`src/rtl/unit_arbiter.sv`:
```
// unit_arbiter: round-robin arbiter that lends one shared ALU/RAM unit bus to N_THREADS cores.
// One operation in flight at a time; the result returns with a one-cycle valid pulse to its owner.
module unit_arbiter #(
   parameter int N_THREADS    = 4,
   parameter int SEL_W        = 2,
   parameter int UNIT_SEL_RAM = 1,
   parameter int RAM_LATENCY  = 2,
   parameter int ALU_LATENCY  = 1
) (
   input  logic                       clk,
   input  logic                       rst,
   input  logic [N_THREADS-1:0]       req,
   input  logic [N_THREADS*SEL_W-1:0] req_sel,
   input  logic [N_THREADS*32-1:0]    req_ctrl,
   input  logic [N_THREADS*32-1:0]    req_in0,
   input  logic [N_THREADS*32-1:0]    req_in1,
   output logic [N_THREADS-1:0]       gnt,
   output logic [N_THREADS-1:0]       resp_valid,
   output logic [31:0]                resp_data,
   output logic [SEL_W-1:0]           unit_sel,
   output logic [31:0]                unit_ctrl,
   output logic [31:0]                unit_in0,
   output logic [31:0]                unit_in1,
   input  logic [31:0]                unit_out,
   output logic                       busy
);
   localparam int IDX_W = (N_THREADS > 1) ? $clog2(N_THREADS) : 1;
   localparam int CNT_W = 3;

   typedef enum logic [1:0] {IDLE, BUSY, RESP} state_e;

   state_e             state_q, state_d;
   logic [IDX_W-1:0]   rr_ptr_q, rr_ptr_d;
   logic [IDX_W-1:0]   owner_q, owner_d;
   logic [CNT_W-1:0]   cnt_q, cnt_d;
   logic [SEL_W-1:0]   sel_q, sel_d;
   logic [31:0]        ctrl_q, ctrl_d;
   logic [31:0]        in0_q, in0_d;
   logic [31:0]        in1_q, in1_d;
   logic [31:0]        data_q, data_d;

   logic               any_req;
   logic [IDX_W-1:0]   pick, idx;
   logic [SEL_W-1:0]   pick_sel;
   logic [31:0]        pick_ctrl, pick_in0, pick_in1;

   // Search downward so the candidate closest to rr_ptr+1 is written last and wins.
   always_comb begin
      any_req = |req;
      pick    = '0;
      idx     = '0;
      for (int k = N_THREADS; k >= 1; k--) begin
         idx = IDX_W'((int'(rr_ptr_q) + k) % N_THREADS);
         if (req[idx]) pick = idx;
      end
   end

   always_comb begin
      pick_sel  = '0;
      pick_ctrl = '0;
      pick_in0  = '0;
      pick_in1  = '0;
      for (int i = 0; i < N_THREADS; i++) begin
         if (pick == IDX_W'(i)) begin
            pick_sel  = req_sel[i*SEL_W +: SEL_W];
            pick_ctrl = req_ctrl[i*32 +: 32];
            pick_in0  = req_in0[i*32 +: 32];
            pick_in1  = req_in1[i*32 +: 32];
         end
      end
   end

   always_comb begin
      state_d    = state_q;
      rr_ptr_d   = rr_ptr_q;
      owner_d    = owner_q;
      cnt_d      = cnt_q;
      sel_d      = sel_q;
      ctrl_d     = ctrl_q;
      in0_d      = in0_q;
      in1_d      = in1_q;
      data_d     = data_q;
      gnt        = '0;
      resp_valid = '0;
      unit_sel   = '0;
      unit_ctrl  = '0;
      unit_in0   = '0;
      unit_in1   = '0;
      case (state_q)
         IDLE: begin
            if (any_req) begin
               gnt[pick] = 1'b1;
               sel_d     = pick_sel;
               ctrl_d    = pick_ctrl;
               in0_d     = pick_in0;
               in1_d     = pick_in1;
               owner_d   = pick;
               rr_ptr_d  = pick;
               cnt_d     = (pick_sel == SEL_W'(UNIT_SEL_RAM)) ? CNT_W'(RAM_LATENCY)
                                                              : CNT_W'(ALU_LATENCY);
               state_d   = BUSY;
            end
         end
         BUSY: begin
            unit_sel  = sel_q;
            unit_ctrl = ctrl_q;
            unit_in0  = in0_q;
            unit_in1  = in1_q;
            if (cnt_q > CNT_W'(1)) begin
               cnt_d = cnt_q - CNT_W'(1);
            end else begin
               data_d  = unit_out;
               state_d = RESP;
            end
         end
         RESP: begin
            resp_valid[owner_q] = 1'b1;
            state_d             = IDLE;
         end
         default: state_d = IDLE;
      endcase
   end

   always_ff @(posedge clk or negedge rst) begin
      if (!rst) begin
         state_q  <= IDLE;
         rr_ptr_q <= IDX_W'(N_THREADS - 1);
         owner_q  <= '0;
         cnt_q    <= '0;
         sel_q    <= '0;
         ctrl_q   <= '0;
         in0_q    <= '0;
         in1_q    <= '0;
         data_q   <= '0;
      end else begin
         state_q  <= state_d;
         rr_ptr_q <= rr_ptr_d;
         owner_q  <= owner_d;
         cnt_q    <= cnt_d;
         sel_q    <= sel_d;
         ctrl_q   <= ctrl_d;
         in0_q    <= in0_d;
         in1_q    <= in1_d;
         data_q   <= data_d;
      end
   end

   assign resp_data = data_q;
   assign busy      = (state_q != IDLE);

   // Handshake invariants: single-owner grant/response, never in the same cycle.
   a_gnt_onehot: assert property (@(posedge clk) disable iff (!rst) $onehot0(gnt));
   a_rv_onehot:  assert property (@(posedge clk) disable iff (!rst) $onehot0(resp_valid));
   a_no_overlap: assert property (@(posedge clk) disable iff (!rst) !((|gnt) && (|resp_valid)));

endmodule

```
`config.mk`:
```
export PLATFORM = sky130hd
export DESIGN_NAME = unit_arbiter
export DESIGN_NICKNAME = d
export VERILOG_FILES = /design/src/rtl/unit_arbiter.sv
export SDC_FILE = /design/constraint.sdc
export NUM_CORES = 1
export LEC_CHECK = 0
export ABC_AREA = 1
export CAP_MARGIN = 10
export CORE_AREA = 2 2 224 226
export CTS_BUF_LIST = sky130_fd_sc_hd__clkbuf_16
export CTS_CLUSTER_DIAMETER = 50
export CTS_CLUSTER_SIZE = 25
export DETAILED_ROUTE_END_ITERATION = 16
export DIE_AREA = 0 0 226 228
export PLACE_DENSITY = 0.52
export SETUP_SLACK_MARGIN = 0.02
export SYNTH_ARGS = -nofsm -noshare
export SYNTH_HDL_FRONTEND = slang
export SYNTH_SLANG_ARGS = --single-unit
```
`constraint.sdc`:
```
create_clock -name clk -period 2.7 [get_ports clk]
set_input_delay 0.81 -clock clk [delete_from_list [all_inputs] [get_ports clk]]
set_output_delay 0.81 -clock clk [all_outputs]
set_load 0.05 [all_outputs]
```
Yosys cells after proc, flatten, opt, wreduce, memory -nomap -nowiden

Index checks and enable logic that the tools add are counted.

Register bits: 139
Logic and storage cells: 90
Output and inout bits: 139
Input port bits: 430

Magnitude comparators: 9
Reduce and logical (&&, ||, !) cells: 11
Multiplexer cells: 46
Eq/ne operators: 9
Bitwise operators: 1
$add $sub $neg: 5

Operator list:

| operator            | count |
|---|---|
| $mux 32             | 15 |
| $mux 2              | 12 |
| $lt 2x3->1 const B  | 6 |
| $mux 4              | 3 |
| $bmux 1 s2          | 4 |
| $eq 2x1->1 const B  | 3 |
| $eq 2x2->1 const B  | 3 |
| $mux 1              | 6 |
| $mux 3              | 2 |
| $ne 2x2->1 const B  | 3 |
| $pmux 3 s2          | 1 |
| $reduce_and 2->1    | 3 |
| $add 2x1->2 const B | 2 |
| $add 2x2->2 const B | 2 |
| $demux 1 s2         | 2 |
| $ge 2x1->1 const B  | 2 |
| $logic_not 2->1     | 2 |
| $pmux 2 s2          | 1 |
| $reduce_bool 2->1   | 2 |
| $reduce_or 4->1     | 1 |
| $gt 3x1->1 const B  | 1 |
| $reduce_and 3->1    | 1 |
| $sub 3x1->3 const B | 1 |
| $logic_and 1x1->1   | 2 |
| $not 1->1           | 1 |

Logic depth before layout (Yosys ltp)

Gate-level depths: netlist of run 1.

Depth in word-level cells: 16
Depth in mapped cells: 19
Gate-level depth less buffers: 17

Worst setup path after synthesis of run 1

Ideal clock, no wire load.

Path type: input to output
From: input port req[1]
To: output port gnt[1]
Slack: -847 ps
Buffers on the path: 1
Data arrival time: 2737 ps
Stages on the path: 11
Required time: 1890 ps
Cells stage by stage: inv_1 > o21ai_1 > nand2_1 > nand2_1 > nand2_2 > nand2_1 > nand2_2 > nand2_4 > inv_2 > clkbuf_1 > nor3_1

Longest elaborated chain between the ends: 12
Elaborated cells on any way between the ends: 20
Those cells by class: 2 x order compare; 16 x mux; 2 x reduce/logical

Ends and longest elaborated chain:

| item                                                           | line | text |
|---|---|---|
| start: declaration                                             | 12   | `input logic [N_THREADS-1:0] req,` |
| $bmux 1 s2                                                     | 54   | `if (req[idx]) pick = idx;` |
| $mux 1 (implied by the code)                                   | 54   |  |
| $mux 2 (4 in a row)                                            | 54   |  |
| $lt 2x3->1 (implied by the code) or $ge 2x1->1 (tied branches) | 92   | `gnt[pick] = 1'b1;` |
| $logic_and 1x1->1 (implied by the code)                        | 92   |  |
| $mux 1 (implied by the code)                                   | 92   |  |
| $demux 1 s2                                                    | 92   |  |
| $mux 4 *                                                       | 91   | `if (any_req) begin` |
| $mux 4 *                                                       | 89   | `case (state_q)` |
| end: declaration                                               | 17   | `output logic [N_THREADS-1:0] gnt,` |

Every way passes the cells marked *; elsewhere a longest branch is shown, timed or not. The select of a mux whose other input is x is not followed.

Final worst setup path of run 1

From: register rr_ptr_q[0]
To: output port gnt[0]

Longest elaborated chain between the ends: 13
Elaborated cells on any way between the ends: 23
Those cells by class: 4 x add/sub; 2 x order compare; 16 x mux; 1 x reduce/logical

Ends and longest elaborated chain:

| item                                                           | line | text |
|---|---|---|
| start: declaration                                             | 33   | `logic [IDX_W-1:0] rr_ptr_q, rr_ptr_d;` |
| start signal: assignment                                       | 127  | `rr_ptr_q <= IDX_W'(N_THREADS - 1);` |
| start signal: assignment                                       | 137  | `rr_ptr_q <= rr_ptr_d;` |
| $add 2x1->2                                                    | 53   | `idx = IDX_W'((int'(rr_ptr_q) + k) % N_THREADS);` |
| $bmux 1 s2                                                     | 54   |  |
| $mux 1 (implied by the code)                                   | 54   |  |
| $mux 2 (3 in a row)                                            | 54   |  |
| $mux 2 *                                                       | 54   |  |
| $lt 2x3->1 (implied by the code) or $ge 2x1->1 (tied branches) | 92   |  |
| $logic_and 1x1->1 (implied by the code)                        | 92   |  |
| $mux 1 (implied by the code)                                   | 92   |  |
| $demux 1 s2 *                                                  | 92   |  |
| $mux 4 *                                                       | 91   |  |
| $mux 4 *                                                       | 89   |  |

Marks and branches as above.

==> metrics.cfg, run 1 <==
[run_status]
status=finished, violations left
violations=setup timing

[cells_and_area]
seq_area_um2=3481
final_layout_size_suffix_gt1_frac=0.1763
antenna_cells=0
nFillCells=5166
post-route-util=0.3496
fin_nets=2274
design_area_um2=17250
multiInputGateArea_um2=4486
syn_to_final_growth_pct=102.1

[critical_path]
cp_data_arrival_time_ps=2250
start_kind=register
worst-path-max-fanout=7
worstSetupStartpoint=rr_ptr_q[0]$_DFFE_PN1P_
cp-end-kind=output port
critical_path.reg2reg.startpoint=rr_ptr_q[0]$_DFFE_PN1P_
worstPathRequired_ps=1890
worstSetupPathType=reg -> out

[routing]
viasPerCell=4.245
wl_per_cell_um=16.94
dr_total_vias=10730
drt_pass1_iterations=7
drt_wl_total_um=42810
drcViolationCount=0
drt_iter0_markers=466
antenna_left=0

[die]
die_area_um2=51530
num_rows=82
die_y_um=228
start_util=0.1730
io-pin-count=569
die_w_um=226
core_area_um2=49350

[power_and_ir_drop]
power_frac_clock=0.094
p_per_area_nw_per_um2=1502
power.internal_mw=12.09
netSwitchingPower_mw=13.82
irDropWorstVdd_uv=789.8
combPwrFrac=0.763
p_leak_nw=7.421
finalPower_mw=25.91
seq_power_share=0.143
switching_share=0.5334

[hold_path]
worstHoldPathType=in -> async

[logic_synthesis]
yosys.cell_types.count=30
synth_nets=1711
ys_seq_area_frac=0.4077
ys.flop_type=dfrtp_1
ys_top_cells_by_count=nand2_1 (407), nand3_1 (164), dfrtp_1 (137)
synth-async-reset-ratio=1.000
synth_area_um2=8537
synth_enable_flop_cells=0
synth_seq_cells=139
synth_top_area_share=0.4016
yosysTopAreaCell=dfrtp_1
synth_area_per_cell_um2=6.675
synth.most_common_cell=nand2_1
netlist_top_cells_area=dfrtp_1 (40%), nand2_1 (18%), nand3_1 (9.6%)
postSynthCellCount=1279
ys.warnings.count=0

[cts]
hold_buffers=0
cts_sinks=139
clk_pin_slew_ps=70
numCtsBuffers=17
htreeDepth=4
cts_tree=built
insertion_delay_ps=450
cts-root-buf=clkbuf_16
clk_path_buf_depth=2

[grt]
grt_pass1_wl_um=63740
grt_pass1_vias=10970
antenna_found_initial=1
grt-busiest-layer=met2
globalRouteMet1Util=0.1855
grt_usage=0.1637
overflow=0
gr-usage-met3=0.04134
grt_util_met2=0.2931
grt_max_degree=61

[sta]
fin_crit_ps=3060
max_slew_margin=0.5523
hold_viol=0
max_freq_mhz=326.8
rsz0062_at_grt=true
post-route-period-util=1.133
timing.final.max_slew_violations=0
fin_skew_ps=9.516
timing.hold.ws_ps=284.0
setup_viol=4
worst_slew_pin_slew_ps=671.6
layout_setup_ws_ps=-360.0

[placed_design]
pre_cts_ws_ps=-744.5
dp_hpwl_um=33320
io_buffers=568
place_area_um2=16280
gp_congestion=0.9239

[job]
max_cap_violations=0

## sequential cells by signal (all words and copies together) (netlist names)
register   count
in0_q         32
sel_q          2
resp_data     32
ctrl_q        32
rr_ptr_q       2
cnt_q          3
owner_q        2
state_q        2
in1_q         32
## critical path: stages, from the launching register on
cell and delay [ps]:
dfstp_2 580, buf_12 130, nand2_1 60, nand2_2 80, nand2_2 70, nand2_1 80
nand3_2 110, a21boi_4 250, buf_6 140, nor2_4 40, inv_2 70, nor2_4 50
buf_12 140
## placed cells by master, fill, tap and decap left out, types with 4 or more instances in the layout
| cell | Yosys | final |
|---|---|---|
| clkdlybuf4s50_1 | 0 | 456 |
| nand2_1 | 407 | 397 |
| nand3_1 | 164 | 162 |
| dfrtp_1 | 137 | 137 |
| inv_1 | 118 | 114 |
| buf_12 | 0 | 114 |
| a21oi_1 | 80 | 80 |
| nor2_2 | 1 | 73 |
| o21ai_1 | 62 | 61 |
| buf_4 | 19 | 51 |
| o21ai_0 | 36 | 36 |
| o211ai_1 | 30 | 30 |
| nor2_1 | 110 | 27 |
| clkbuf_16 | 0 | 17 |
| nand2_2 | 5 | 12 |
| nor2_4 | 1 | 12 |
| o22ai_1 | 10 | 10 |
| inv_2 | 7 | 9 |
| buf_6 | 1 | 7 |
| nand2_4 | 1 | 4 |
| nor3_1 | 5 | 4 |
## power by group through the flow
stage	Combinational, mW	Clock (mW)	Sequential, mW
floorplan	10.6	0	4.42
global placement	19.2	0	3.71
detailed placement	19.3	0	3.74
CTS	19.8	2.57	3.72
global route	21.5	2.65	3.84
finish	19.8	2.45	3.70
## final timing paths
kind,end,slack [ps],cells after the start
worst max-delay path,gnt[0],-360,12
worst min-delay path,ctrl_q[18]$_DFFE_PN0P_,280,1
worst max register to register,in1_q[24]$_DFFE_PN0P_,160,15
worst min register to register,resp_data[10]$_DFFE_PN0P_,480,2
max in group asynchronous,resp_data[25]$_DFFE_PN0P_,1680,2
min in group clk,resp_data[10]$_DFFE_PN0P_,480,2
## routing by layer
| layer | up-vias | share of wire |
|---|---|---|
| li1 | 5235 | - |
| met1 | 5015 | 0.40 |
| met2 | 418 | 0.50 |
| met3 | 56 | 0.071 |
| met4 | 2 | 0.026 |
| met5 | - | 0.00026 |
## stage by stage
stage | cells | setup TNS, ps
detailed placement | 2486 | -57680
floorplan | 1279 | -422.2
finish | 2527 | -1331
CTS | 2525 | -1356
global route | 2527 | -1804
global placement | 2486 | -54180
## kinds of logic after synthesis
group,count (synthesis),synth area share
and+or+nand+nor,698,0.3368
DFF,139,0.4077
adders and majority gates,2,0.002931
buffers and inverters,215,0.1070
AOI/OAI and AO/OA,225,0.1455
## timing repair
item,4_1_cts,5_1_grt
endpoints found under the hold margin,0,0
endpoints found under the setup margin,170,68
pin swaps,14,0
gates resized for setup,71,45
cloned,0,0
setup buffers,8,2
## cell type report
| class | count | area share |
|---|---|---|
| well taps | 672 | 0.04874 |
| repair buffers | 633 | 0.4267 |
| flip-flops and latches | 139 | 0.2018 |
| clock inverters | 15 | 0.009647 |
| clock buffers | 17 | 0.02466 |
| inverters | 126 | 0.02843 |
| multi-input cells | 925 | 0.2600 |
Power figures use the tool's default switching activity.
==> run 2, diff against run 1 <==
Settings changed: REMOVE_ABC_BUFFERS set to 1.
==> run 2 against run 1 <==
  * The run still ends with setup timing left
  * Clock skew is 2.8 ps lower
  * Clock power is 4% higher
  * Worst setup slack worse by 68 ps
  * Die area stayed put
  * Sequential share of layout area is 0.87 points lower
  * Largest cell class unchanged
  * Largest power group unchanged
==> metrics.cfg, run 2 (synthesized netlist as in run 1, its figures left out) <==
[critical_path]
reg2reg_slack_ps=-170  ; -330 ps
cpMaxStageDelayCell=dfstp_2
worstSetupPathType=reg -> out
worst-path-max-fanout=8  ; +1
worstPathRequired_ps=1890  ; about the same
path_buf_inv=4  ; unchanged
start_kind=register
r2r_end=in0_q[24]$_DFFE_PN0P_
max_stage_delay_ps=650  ; +70 ps
cp-end-kind=output port
critical_path.reg2reg.startpoint=rr_ptr_q[0]$_DFFE_PN1P_
path_cells=nand2_2, nand2_2, nand2_2, nand2_1, nand3_2, a21boi_4, buf_6, nand2_4, inv_2, nand2_2, inv_2, buf_12
cpMostUsedCell=nand2_2
ff2ff_path_depth=20  ; +5
crit_family=flip-flops
cp_data_arrival_time_ps=2320  ; +70 ps

[placed_design]
dp_hpwl_um=32000  ; -4.0%
place_area_um2=16180  ; -0.61%
gp_congestion=0.8824  ; -4.5%
io_buffers=568  ; unchanged
pre_cts_ws_ps=-682.4  ; +62.07 ps
placedCellCount=2483  ; -0.12%

[cells_and_area]
design_area_um2=18030  ; +4.5%
layout_common_cells=clkdlybuf4s50_1 (456), nand2_1 (392), nand3_1 (153)
final_common_cell=clkdlybuf4s50_1
fin_nets=2296  ; +0.97%
post-route-util=0.3653  ; +0.01575
final_layout_size_suffix_gt1_frac=0.2227  ; +0.04642
syn_to_final_growth_pct=111.2
final_cells=2549  ; +0.87%
antenna_cells=0  ; unchanged

[power_and_ir_drop]
combPwrFrac=0.784  ; +0.021
netSwitchingPower_mw=15.34  ; +11%
irDropWorstVdd_uv=784.6  ; -0.66%
seq_power_share=0.128  ; -0.015
p_per_area_nw_per_um2=1612  ; +7.3%
switching_share=0.5281  ; -0.005305
p_leak_nw=7.738  ; +4.3%
power.internal_mw=13.71  ; +13%
finalPower_mw=29.06  ; +12%
power_frac_clock=0.088  ; -0.006

[cts]
numCtsBuffers=17  ; unchanged
cts_tree=built
htreeDepth=4  ; unchanged
cts-root-buf=clkbuf_16
cts_sinks=139  ; unchanged
hold_buffers=0  ; unchanged
insertion_delay_ps=470  ; +20 ps
clk_pin_slew_ps=70  ; about the same
clk_path_buf_depth=2  ; unchanged

[grt]
antenna_found_initial=1  ; unchanged
grt_usage=0.1655  ; +0.001788
grt_max_degree=84  ; +38%
grt_pass1_vias=11080  ; +0.98%
grt_pass1_wl_um=64250  ; +0.81%
overflow=0  ; unchanged

[routing]
wl_per_cell_um=18.23  ; +7.6%
antenna_left=0  ; unchanged
drt_wl_total_um=46470  ; +8.5%
viasPerCell=4.324  ; +1.9%
drt_iter0_markers=479  ; +2.8%
dr_total_vias=11020  ; +2.8%
drt_pass1_iterations=5  ; -2
drcViolationCount=0  ; unchanged

[sta]
post-route-period-util=1.159  ; +0.02521
tns_ps=-10820  ; -9491 ps
setup_viol=90  ; +86
layout_setup_ws_ps=-428.1  ; -68.06 ps
fin_skew_ps=6.705  ; -2.811 ps
fin_crit_ps=3128  ; +68.06 ps
max_slew_margin=0.4141  ; -0.1382
max_freq_mhz=319.7  ; -2.2%
hold_viol=0  ; unchanged
timing.final.max_slew_violations=0  ; unchanged
timing.hold.ws_ps=269.6  ; -14.32 ps
rsz0062_at_grt=true
worst_slew_pin_slew_ps=878.9  ; +207.3 ps

[die]
io-pin-count=569  ; unchanged
start_util=0.1730  ; unchanged
die_w_um=226  ; unchanged
die_area_um2=51530  ; unchanged
num_rows=82  ; unchanged
core_area_um2=49350  ; unchanged
die_y_um=228  ; unchanged

[hold_path]
worstHoldPathType=in -> async

[job]
max_cap_violations=0  ; unchanged

[run_status]
status=finished, violations left
violations=setup timing

## run 2: cell count changes in the layout (fill, tap and decap cells not counted), moves of 8 or more
cell       before  now
a21oi_1        80   49
o21ai_1        61   71
nand3_2         3   11
nand3_1       162  153
o21ai_0        36   25
clkbuf_16      17   25
nor2_1         27   10
nor2_2         73   91
a21oi_2         0   27
## run 2: power by group through the flow
| stage | combinational (mW) | clock [mW] | sequential (mW) |
|---|---|---|---|
| finish | 22.8 | 2.56 | 3.71 |
| global placement | 18.8 | 0 | 3.70 |
| CTS | 20.5 | 2.67 | 3.71 |
| detailed placement | 19.0 | 0 | 3.72 |
| floorplan | 9.43 | 0 | 4.43 |
| global route | 24.5 | 2.76 | 3.84 |
## run 2: worst max-delay path by stage
stage | startpoint | endpoint | slack [ps] | cells after the start
6_report | rr_ptr_q[0]$_DFFE_PN1P_ | gnt[3] | -430 | 12
5_1_grt | rr_ptr_q[0]$_DFFE_PN1P_ | gnt[1] | -570 | 12
4_1_cts | rr_ptr_q[0]$_DFFE_PN1P_ | gnt[3] | -410 | 12
3_5_place_dp | req[3] | in1_q[2]$_DFFE_PN0P_ | -680 | 17
3_3_place_gp | req[3] | in1_q[2]$_DFFE_PN0P_ | -680 | 17
2_1_floorplan | req[3] | gnt[2] | -3030 | 6
## run 2: final cells by class
class / count / area, um^2
tap: 672 / 840.8
sequential: 139 / 3481
multi-input combinational: 925 / 4795
clock inverter: 15 / 195.2
clock buffer: 17 / 425.4
timing repair buffer: 655 / 7802
inverter: 126 / 488.0
fill: 5039 / 31320
## run 2: timing repair
| item | CTS | global route |
|---|---|---|
| setup endpoints to repair | 150 | 175 |
| gates cloned | 2 | 11 |
| setup buffers | 12 | 10 |
| pin swaps | 14 | 6 |
| resized for setup | 70 | 162 |
## run 2: per-layer routing
| metal | routed length, um | global-route usage | up-vias | part of all wire |
|---|---|---|---|---|
| met5 | 11 | 0 | - | 0.00024 |
| met4 | 1129 | 0.06167 | 2 | 0.024 |
| met3 | 3769 | 0.05899 | 59 | 0.081 |
| met2 | 22780 | 0.2838 | 450 | 0.49 |
| met1 | 18780 | 0.1874 | 5212 | 0.40 |
| li1 | - | - | 5298 | - |
